File: src/rtl/ps2_pkg.sv
// -----------------------------------------------------------------------------
// ps2_pkg
// Shared definitions for the PS/2 keyboard receiver: deframer state encoding,
// frame geometry, default timeout and the odd-parity helper.
// -----------------------------------------------------------------------------
package ps2_pkg;

    // Deframer states; encodings are fixed so the state can be probed directly.
    typedef enum logic [1:0] {
        IDLE   = 2'd0,
        DATA   = 2'd1,
        PARITY = 2'd2,
        STOP   = 2'd3
    } ps2_state_e;

    localparam int PS2_DATA_BITS      = 8;
    localparam int PS2_TIMEOUT_CYCLES = 5000;

    // PS/2 uses odd parity: data bits plus parity bit hold an odd number of ones.
    function automatic logic odd_parity_ok(input logic [PS2_DATA_BITS-1:0] data,
                                           input logic                     par);
        return (^data ^ par) == 1'b1;
    endfunction

endpackage

File: src/rtl/ps2_receiver_if.sv
// -----------------------------------------------------------------------------
// ps2_receiver_if
// CPU-side bus of the PS/2 receiver.
//   rdEn      CPU -> rx  pop request (ignored while valid=0)
//   dataOut   rx -> CPU  head-of-FIFO scancode, first-word fall-through
//   valid     rx -> CPU  FIFO non-empty
//   irq       rx -> CPU  valid delayed by one cycle
//   frameErr  rx -> CPU  one-cycle pulse per rejected frame
//   overflow  rx -> CPU  sticky byte-dropped flag
// The receiver uses the slave modport, the CPU side the master modport.
// -----------------------------------------------------------------------------
interface ps2_receiver_if;
    import ps2_pkg::*;

    logic                     rdEn;
    logic [PS2_DATA_BITS-1:0] dataOut;
    logic                     valid;
    logic                     irq;
    logic                     frameErr;
    logic                     overflow;

    modport master (
        output rdEn,
        input  dataOut, valid, irq, frameErr, overflow
    );

    modport slave (
        input  rdEn,
        output dataOut, valid, irq, frameErr, overflow
    );

endinterface

File: src/rtl/sync_fifo.sv
// -----------------------------------------------------------------------------
// sync_fifo
// Single-clock first-word fall-through FIFO with a sticky overflow flag.
//   clk, rst    clock, asynchronous active-high reset
//   i_push      write request; dropped (and overflow set) when full with no pop
//   i_pop       read request; ignored when empty
//   i_data      write data
//   o_data      head entry, forced to 0 while empty
//   o_full      count == DEPTH
//   o_empty     count == 0
//   o_overflow  sticky until reset
// DEPTH must be a power of two, at least 2, so the pointers wrap naturally.
// -----------------------------------------------------------------------------
module sync_fifo #(
    parameter int WIDTH = 8,
    parameter int DEPTH = 8
) (
    input  logic             clk,
    input  logic             rst,
    input  logic             i_push,
    input  logic             i_pop,
    input  logic [WIDTH-1:0] i_data,
    output logic [WIDTH-1:0] o_data,
    output logic             o_full,
    output logic             o_empty,
    output logic             o_overflow
);

    localparam int AW = $clog2(DEPTH);
    localparam int CW = AW + 1;

    logic [WIDTH-1:0] r_mem [DEPTH];
    logic [AW-1:0]    r_wr_ptr;
    logic [AW-1:0]    r_rd_ptr;
    logic [CW-1:0]    r_count;
    logic             r_overflow;

    logic w_do_pop;
    logic w_do_push;

    assign o_full  = (r_count == CW'(DEPTH));
    assign o_empty = (r_count == '0);

    // A pop in the same cycle frees the slot, so a push into a full FIFO
    // still succeeds when accompanied by a pop.
    assign w_do_pop  = i_pop && !o_empty;
    assign w_do_push = i_push && (!o_full || w_do_pop);

    // NOTE: sequential state uses non-blocking assignments so every register
    // samples pre-edge values regardless of statement order.
    always_ff @(posedge clk or posedge rst) begin
        if (rst) begin
            r_wr_ptr   <= '0;
            r_rd_ptr   <= '0;
            r_count    <= '0;
            r_overflow <= 1'b0;
        end else begin
            if (w_do_push) r_wr_ptr <= r_wr_ptr + AW'(1);
            if (w_do_pop)  r_rd_ptr <= r_rd_ptr + AW'(1);
            case ({w_do_push, w_do_pop})
                2'b10:   r_count <= r_count + CW'(1);
                2'b01:   r_count <= r_count - CW'(1);
                default: r_count <= r_count;
            endcase
            if (i_push && !w_do_push) r_overflow <= 1'b1;
        end
    end

    // NOTE: the storage array has no reset; its contents are only observable
    // through o_data, which is masked while the FIFO is empty.
    always_ff @(posedge clk) begin
        if (w_do_push) r_mem[r_wr_ptr] <= i_data;
    end

    assign o_data     = o_empty ? '0 : r_mem[r_rd_ptr];
    assign o_overflow = r_overflow;

endmodule

File: src/rtl/ps2_receiver.sv
// -----------------------------------------------------------------------------
// ps2_receiver
// Keyboard-side front end of the PS/2 port. Synchronizes and deglitches the
// raw PS/2 lines, deframes 11-bit device-to-host frames (start, 8 data bits
// LSB first, odd parity, stop), and buffers good scancodes for the CPU.
//   clk         50 MHz system clock
//   rst         asynchronous active-high reset
//   ps2CLK      raw PS/2 clock line (asynchronous)
//   ps2DATA     raw PS/2 data line (asynchronous)
//   ps2Inhibit  request to hold the PS/2 clock low; the board top level acts
//               on its rising edge. High while the FIFO is full, plus a
//               one-cycle pulse for each parity/stop error.
//   bus         CPU-side interface (slave): rdEn, dataOut, valid, irq,
//               frameErr, overflow
// -----------------------------------------------------------------------------
module ps2_receiver
    import ps2_pkg::*;
#(
    parameter int FIFO_DEPTH     = 8,
    parameter int FILTER_LEN     = 4,
    parameter int TIMEOUT_CYCLES = PS2_TIMEOUT_CYCLES
) (
    input  logic          clk,
    input  logic          rst,
    input  logic          ps2CLK,
    input  logic          ps2DATA,
    output logic          ps2Inhibit,
    ps2_receiver_if.slave bus
);

    localparam int FCW = (FILTER_LEN > 1) ? $clog2(FILTER_LEN) : 1;
    localparam int BCW = $clog2(PS2_DATA_BITS) + 1;
    localparam int TCW = $clog2(TIMEOUT_CYCLES + 1);

    // Input conditioning
    logic [1:0]     r_clk_sync;
    logic [1:0]     r_dat_sync;
    logic [FCW-1:0] r_filt_cnt;
    logic           r_clk_filt;
    logic           r_clk_filt_d;
    logic           w_fe;
    logic           w_bit;

    // Deframer
    ps2_state_e               r_state;
    ps2_state_e               w_state_nxt;
    logic [BCW-1:0]           r_bit_cnt;
    logic [PS2_DATA_BITS-1:0] r_shreg;
    logic                     r_par_ok;
    logic [TCW-1:0]           r_to_cnt;
    logic                     w_stop_ok;
    logic                     w_stop_err;
    logic                     w_timeout;

    // Output registers and FIFO status
    logic                     r_push;
    logic                     r_frame_err;
    logic                     r_inhibit;
    logic                     r_irq;
    logic                     w_full;
    logic                     w_empty;
    logic                     w_overflow;
    logic [PS2_DATA_BITS-1:0] w_fifo_data;

    // Both lines reset high, matching an idle bus, so releasing reset
    // cannot manufacture a falling edge.
    always_ff @(posedge clk or posedge rst) begin
        if (rst) begin
            r_clk_sync <= 2'b11;
            r_dat_sync <= 2'b11;
        end else begin
            r_clk_sync <= {r_clk_sync[0], ps2CLK};
            r_dat_sync <= {r_dat_sync[0], ps2DATA};
        end
    end

    // The filtered clock follows the synchronized clock only after
    // FILTER_LEN consecutive samples disagree with it; any agreeing sample
    // restarts the count, so short glitches never flip the level.
    always_ff @(posedge clk or posedge rst) begin
        if (rst) begin
            r_filt_cnt   <= '0;
            r_clk_filt   <= 1'b1;
            r_clk_filt_d <= 1'b1;
        end else begin
            r_clk_filt_d <= r_clk_filt;
            if (r_clk_sync[1] == r_clk_filt) begin
                r_filt_cnt <= '0;
            end else if (r_filt_cnt == FCW'(FILTER_LEN - 1)) begin
                r_filt_cnt <= '0;
                r_clk_filt <= r_clk_sync[1];
            end else begin
                r_filt_cnt <= r_filt_cnt + FCW'(1);
            end
        end
    end

    assign w_fe  = r_clk_filt_d & ~r_clk_filt;
    assign w_bit = r_dat_sync[1];

    always_ff @(posedge clk or posedge rst) begin
        if (rst) r_state <= IDLE;
        else     r_state <= w_state_nxt;
    end

    // NOTE: every output of this block gets a default first, so no path
    // leaves one unassigned and no latch is inferred.
    always_comb begin
        w_state_nxt = r_state;
        w_stop_ok   = 1'b0;
        w_stop_err  = 1'b0;
        w_timeout   = 1'b0;
        if (w_fe) begin
            case (r_state)
                IDLE: begin
                    // A high bit while idle is just line noise, not an error.
                    if (!w_bit) w_state_nxt = DATA;
                end
                DATA: begin
                    if (r_bit_cnt == BCW'(PS2_DATA_BITS - 1)) w_state_nxt = PARITY;
                end
                PARITY: begin
                    w_state_nxt = STOP;
                end
                STOP: begin
                    w_state_nxt = IDLE;
                    if (w_bit && r_par_ok) w_stop_ok  = 1'b1;
                    else                   w_stop_err = 1'b1;
                end
                default: w_state_nxt = IDLE;
            endcase
        end else if (r_state != IDLE && r_to_cnt == TCW'(TIMEOUT_CYCLES)) begin
            w_timeout   = 1'b1;
            w_state_nxt = IDLE;
        end
    end

    always_ff @(posedge clk or posedge rst) begin
        if (rst) begin
            r_bit_cnt <= '0;
            r_shreg   <= '0;
            r_par_ok  <= 1'b0;
            r_to_cnt  <= '0;
        end else begin
            if (w_fe || r_state == IDLE) r_to_cnt <= '0;
            else                         r_to_cnt <= r_to_cnt + TCW'(1);

            if (w_timeout) begin
                r_bit_cnt <= '0;
                r_shreg   <= '0;
            end else if (w_fe) begin
                case (r_state)
                    IDLE: r_bit_cnt <= '0;
                    DATA: begin
                        // LSB arrives first, so shift in from the top.
                        r_shreg   <= {w_bit, r_shreg[PS2_DATA_BITS-1:1]};
                        r_bit_cnt <= r_bit_cnt + BCW'(1);
                    end
                    PARITY:  r_par_ok <= odd_parity_ok(r_shreg, w_bit);
                    default: ;
                endcase
            end
        end
    end

    // r_shreg holds the completed byte during the push cycle: only DATA
    // shifts it, and a new frame cannot reach DATA that soon.
    always_ff @(posedge clk or posedge rst) begin
        if (rst) begin
            r_push      <= 1'b0;
            r_frame_err <= 1'b0;
            r_inhibit   <= 1'b0;
            r_irq       <= 1'b0;
        end else begin
            r_push      <= w_stop_ok;
            r_frame_err <= w_stop_err | w_timeout;
            r_inhibit   <= w_full | w_stop_err;
            r_irq       <= ~w_empty;
        end
    end

    sync_fifo #(
        .WIDTH (PS2_DATA_BITS),
        .DEPTH (FIFO_DEPTH)
    ) u_fifo (
        .clk        (clk),
        .rst        (rst),
        .i_push     (r_push),
        .i_pop      (bus.rdEn),
        .i_data     (r_shreg),
        .o_data     (w_fifo_data),
        .o_full     (w_full),
        .o_empty    (w_empty),
        .o_overflow (w_overflow)
    );

    assign bus.dataOut  = w_fifo_data;
    assign bus.valid    = ~w_empty;
    assign bus.irq      = r_irq;
    assign bus.frameErr = r_frame_err;
    assign bus.overflow = w_overflow;
    assign ps2Inhibit   = r_inhibit;

endmodule

File: src/flat_wrapper.sv
// flat-port wrapper written by rule: the top's interface ports become plain ports
module ps2_receiver_flat import ps2_pkg::*;
#(
    parameter int FIFO_DEPTH     = 8,
    parameter int FILTER_LEN     = 4,
    parameter int TIMEOUT_CYCLES = PS2_TIMEOUT_CYCLES
)
  (clk, rst, ps2CLK, ps2DATA, ps2Inhibit, bus_rdEn, bus_dataOut, bus_valid, bus_irq, bus_frameErr, bus_overflow);
  ps2_receiver_if bus_i ();
  input  logic clk;
  input  logic rst;
  input  logic ps2CLK;
  input  logic ps2DATA;
  output logic ps2Inhibit;
  input wire logic [$bits(bus_i.rdEn)-1:0] bus_rdEn;
  output wire logic [$bits(bus_i.dataOut)-1:0] bus_dataOut;
  output wire logic [$bits(bus_i.valid)-1:0] bus_valid;
  output wire logic [$bits(bus_i.irq)-1:0] bus_irq;
  output wire logic [$bits(bus_i.frameErr)-1:0] bus_frameErr;
  output wire logic [$bits(bus_i.overflow)-1:0] bus_overflow;
  assign bus_i.rdEn = bus_rdEn;
  assign bus_dataOut = bus_i.dataOut;
  assign bus_valid = bus_i.valid;
  assign bus_irq = bus_i.irq;
  assign bus_frameErr = bus_i.frameErr;
  assign bus_overflow = bus_i.overflow;
  ps2_receiver #(.FIFO_DEPTH(FIFO_DEPTH), .FILTER_LEN(FILTER_LEN), .TIMEOUT_CYCLES(TIMEOUT_CYCLES)) u_core (.clk(clk), .rst(rst), .ps2CLK(ps2CLK), .ps2DATA(ps2DATA), .ps2Inhibit(ps2Inhibit), .bus(bus_i));
endmodule
File: config.mk
export PLATFORM = sky130hd
export DESIGN_NAME = ps2_receiver_flat
export DESIGN_NICKNAME = d
export VERILOG_FILES = /design/src/rtl/ps2_pkg.sv /design/src/rtl/ps2_receiver_if.sv /design/src/rtl/sync_fifo.sv /design/src/rtl/ps2_receiver.sv /design/src/flat_wrapper.sv
export SDC_FILE = /design/constraint.sdc
export NUM_CORES = 1
export LEC_CHECK = 0
export ABC_AREA = 1
export CAP_MARGIN = 20
export CORE_UTILIZATION = 55
export DETAILED_ROUTE_END_ITERATION = 8
export GPL_TIMING_DRIVEN = 0
export PLACE_DENSITY = 0.82
export SETUP_SLACK_MARGIN = 0.4
export SLEW_MARGIN = 10
export SYNTH_ARGS = -nofsm -noshare
export SYNTH_HDL_FRONTEND = slang
export SYNTH_SLANG_ARGS = --single-unit
File: constraint.sdc
create_clock -name clk -period 1.9 [get_ports clk]
set_input_delay 0.475 -clock clk [delete_from_list [all_inputs] [get_ports clk]]
set_output_delay 0.475 -clock clk [all_outputs]
set_load 0.05 [all_outputs]
Word level (Yosys, flattened, before mapping)
Memories as Yosys holds them, arrays and structs flattened. Cells that the tools add are included.

Register bits after elaboration: 51. RAM bits: 64. Output and inout port bits: 13. Logic and storage cells: 96. Memories: 1.

$add $sub $neg: 7. Equal/unequal tests: 12. Multiplexer cells: 26. Bitwise operators: 8. Reduce and logical (&&, ||, !) cells: 24.

Memories: u_core.u_fifo.r_mem (words 8, width 8, read ports 1, clocked after memory_dff 0, wr ports 1, line sync_fifo.sv:32) `logic [WIDTH-1:0] r_mem [DEPTH];`.

Operators by type and width (number): $mux W8 (4); $pmux W4 S2 (2); $add A13 B1 Y13 const B (1); $eq A13 B13 Y1 const B (1); $mux W13 (1); $mux W2 (6); $mux W1 (10); $reduce_bool A2 Y1 (5); $add A4 B1 Y4 const B (2); $eq A2 B2 Y1 const B (4); $mux W4 (2); $pmux W2 S4 (1); $reduce_xor A8 Y1 (1); $add A3 B1 Y3 const B (2); $ne A3 B3 Y1 const B (2); $reduce_and A2 Y1 (3); $reduce_and A3 Y1 (2); $logic_and A1 B1 Y1 (5); $eq A2 B1 Y1 const B (2); $eq A4 B3 Y1 const B (1); $eq A4 B4 Y1 const B (1); $logic_not A4 Y1 (1); $not A1 Y1 (4); $sub A4 B1 Y4 const B (1); 9 further kinds (13).

Depth between registers and ports, before layout
Word-level depth: 7. Depth in mapped cells: 12.

By module
A second synthesis with hierarchy kept.

Cell total of the unflattened synthesis: 501. Area, all modules: 5308.8 um^2.

By module, submodules not included: sync_fifo (instances 1, cells each 275, area each 3220.6 um^2, sequential area each 2197.1 um^2); ps2_receiver (instances 1, cells each 226, area each 2088.3 um^2, sequential area each 1008.5 um^2).

Worst setup path after synthesis
OpenSTA, ideal clock, no wires.

Path type: reg2out. From: register u_core.u_fifo.r_rd_ptr[0]. To: output port bus_dataOut[2]. Arrival time: 1.725 ns. Required time: 1.425 ns. Setup slack: -0.300 ns. Stages on the path, launching flop included: 7. Cells stage by stage: dfrtp_1 -> inv_1 -> buf_2 -> nor2_1 -> o32ai_1 -> o21ai_0 -> nor2_1.

Cells in the longest elaborated chain, start to end: 2.

RTL lines: from (decl) (line sync_fifo.sv:34) `logic [AW-1:0] r_rd_ptr;`; from (signal assigned) (line sync_fifo.sv:59) `if (w_do_pop) r_rd_ptr <= r_rd_ptr + AW'(1);`; $mem_v2 Z8 W8; $mux W8 (line sync_fifo.sv:75) `assign o_data = o_empty ? '0 : r_mem[r_rd_ptr];`; to (decl) (line flat_wrapper.sv:16) `output wire logic [$bits(bus_i.dataOut)-1:0] bus_dataOut;`.

No other way between the ends.

Worst setup path in the final report
From: register u_core.u_fifo.r_rd_ptr[0]. To: output port bus_dataOut[1].

The elaborated chain is that of the path after synthesis.

==> out/metrics.cfg <==
[setup_path]
cp-startpoint = u_core.u_fifo.r_rd_ptr[0]
r2r-end = u_core.u_fifo.r_mem[0][2]
regToRegSetupSlack_ns = 0
crit_arrival_ns = 2.03
worstPathMaxFanout = 10
crit_type = reg -> out
startpoint_type = flip-flop
reg2reg_depth = 9
worst_setup_path_end_kind = primary output
r2r_start = u_core.u_fifo.r_count[1]
crit_required_ns = 1.42
cp-endpoint = bus_dataOut[1]

[clock_tree]
cts_tree = done
clock_path_buffers = 2
cts_buffers = 17
clk_pin_slew_worst_paths_ns = 0.06
clock_latency_ns = 0.53
cts.sink_count = 115
hold_buffers = 0
htreeDepth = 4
clock-root-buffer = clkbuf_8

[routing]
drc = 0
first_pass_iters = 6
wl_um = 14700
vias = 4064
drtAntennaViolNets = 0
drt_iter0_drc = 274
wl_per_cell_um = 21.9
vias_per_cell = 6.06

[synth]
yosys_most_used_dff = edfxtp_1
ys_ff_latch = 115
synth.top_cells.by_count = nor2_1 (90), edfxtp_1 (64), inv_1 (47), nand2_1 (47), dfrtp_1 (45)
synth.distinct_cells = 33
synth_area_um2 = 5020
postSynthAreaPerCell_um2 = 10.8
synth-edff-count = 64
synth-seq-area-share_pct = 63.9
yosysMostFrequentCell = nor2_1
yosysTopAreaCellShare_pct = 38.3
ys_warn_count = 0
synthArstFlopShare_pct = 44.3
synthesis.instances = 463
yosys.area.top_type = edfxtp_1
syn_nets = 480
synthTopCellsByArea = edfxtp_1 (38%), dfrtp_1 (22%), nor2_1 (6.7%)

[timing]
max_slew_margin_pct = 69.2
setup_ws_ns = -0.608
clock_skew_ns = 0.00768
hold_viol_final = 0
whs_ns = 0.336
rsz0062_at_grt = yes
tns_ns = -4.60
tightest_slew_ns = 0.462
finalCriticalPeriod_ns = 2.51
finalCritPeriodShare_pct = 132
slew_viol_final = 0
setup-violations-final = 10
fmax_mhz = 399

[finish]
fill_cells = 430
num_antenna_cells = 0
syn_to_final_growth_pct = 43.9
post-route-cell-area_um2 = 7220
drive_above_1_share_pct = 44.6
finalNetCount = 567

[min_path]
hold_path_class = in -> async

[global_route]
grt_pass1_wl_um = 19700
grt_pass1_vias = 3990
antenna_found_initial = 0
grt_usage_pct = 27.4
grt_max_degree = 52
grt-ovfl-total = 0

[placement]
place_congestion = 0.801
dp_hpwl_um = 6710
post_dp_cell_area_um2 = 5460
portBuffers = 17

[pwr]
leakagePower_uw = 0.00282
power_switching_uw = 4690
total_power_uw = 11800
ir_worst_vdd_v = 0.00118
power_frac_comb_pct = 44.9
switching_share_pct = 39.7
power_density_nw_per_um2 = 1640
internal_power_uw = 7120
pwr-share-clk_pct = 28.0
pwr-share-seq_pct = 27.1

[run_status]
violations = negative setup slack
status = finished with violations

[floorplanning]
core_area_um2 = 8760
die_w_um = 97.5
rows = 34
io_pins = 18
die_y_um = 97.5
dieArea_um2 = 9510
start_util_pct = 57.3

[flow_run]
drv_cap = 0

-- logic make-up after synthesis --
group	synth area share (%)
buffers and inverters	4.69
DFF	63.9
muxes	0.424
AOI/OAI and AO/OA	9.27
adders and majority gates	2.99
and+or+nand+nor	16.0
xor gates and xnor gates	2.79
-- state kept, by name, indices dropped and copies added, names as in the netlist, 3 cells and up --
register / cells
u_core.u_fifo.r_mem: 64
u_core.r_to_cnt: 13
u_core.r_bit_cnt: 4
u_core.r_shreg: 8
u_core.u_fifo.r_wr_ptr: 3
u_core.u_fifo.r_rd_ptr: 3
u_core.u_fifo.r_count: 4
-- what timing repair did --
item,in CTS,in global routing
buffers inserted,24,25
pin swaps,24,44
setup endpoints to repair,105,108
gates cloned,0,1
endpoints found under the hold margin,0,0
resized for setup,162,117
-- metal layers --
metal | share of wire, % | vias to the layer above | global-route usage [%] | wire (µm)
li1 | - | 1772 | - | -
met1 | 37 | 2013 | 31.0 | 5420
met2 | 53 | 216 | 48.7 | 7790
met3 | 5.8 | 63 | 6.40 | 858
met4 | 4.1 | 0 | 13.0 | 604
met5 | 0 | - | 0 | 0
-- worst min-delay path by stage --
stage / start / cells after the start / to
floorplan: u_core.r_clk_sync[0] / 0 / u_core.r_clk_sync[1]
finish: rst / 2 / u_core.bus.irq
global placement: u_core.r_dat_sync[0] / 0 / u_core.r_dat_sync[1]
global route: rst / 2 / u_core.bus.irq
detailed placement: u_core.r_dat_sync[0] / 0 / u_core.r_dat_sync[1]
CTS: ps2DATA / 1 / u_core.r_dat_sync[0]
-- cells in the final DEF, fill, tap and decap left out, types with 6 or more instances in the layout --
master | Yosys | routed
inv_1 | 47 | 38
nand2_1 | 47 | 28
nand4_1 | 7 | 7
nor2_1 | 90 | 61
o32ai_2 | 0 | 13
buf_12 | 0 | 7
xor2_1 | 9 | 8
clkbuf_16 | 0 | 17
inv_2 | 0 | 6
nor2_4 | 0 | 20
ha_1 | 12 | 8
o21ai_1 | 1 | 12
nor2_2 | 3 | 12
nand3_1 | 17 | 9
o21ai_0 | 41 | 13
dfstp_2 | 6 | 6
dfrtp_1 | 45 | 38
buf_4 | 0 | 35
nand2_2 | 3 | 15
o21ai_2 | 1 | 18
edfxtp_1 | 64 | 64
nand2_4 | 3 | 6
dfrtp_2 | 0 | 7
buf_6 | 0 | 26
a21oi_1 | 8 | 7
inv_6 | 0 | 10
-- power by group through the flow --
| stage | combinational [µW] | sequential [µW] | clock, µW |
|---|---|---|---|
| final | 5300 | 3200 | 3310 |
| after floorplan | 2540 | 3190 | 0 |
| after detailed placement | 3490 | 3210 | 0 |
| after CTS | 4160 | 3170 | 3270 |
| after global placement | 3380 | 3190 | 0 |
| after global routing | 5600 | 3220 | 3410 |
-- critical path, stage by stage (launching register included) --
cell     delay (ns)
dfrtp_2        0.48
buf_6          0.19
nor2_1         0.08
o32ai_1        0.36
nor2_1         0.13
nor2_4         0.10
buf_6          0.16
-- stage by stage --
| step | worst slack, ns | instances | utilization [%] |
|---|---|---|---|
| 3_5_place_dp | -0.777 | 588 | 62.3 |
| 4_1_cts | -0.577 | 644 | 74.6 |
| 5_1_grt | -0.667 | 671 | 82.4 |
| 2_1_floorplan | 0.102 | 463 | - |
| 6_report | -0.608 | 671 | 82.4 |
| 3_3_place_gp | -0.753 | 588 | 62.3 |
-- final cells by class --
type                       count  area, µm²  share of cell area [%]
buffer                        12        126                    1.75
clock buffer                  17        414                    5.73
clock inverter                15        189                    2.62
inverter                      48        198                    2.74
multi-input combinational    288       2240                    31.0
sequential                   115       3210                    44.5
tap                          108        135                    1.87
timing repair buffer          68        709                    9.82
No activity file was read; power rests on OpenSTA's default activity.
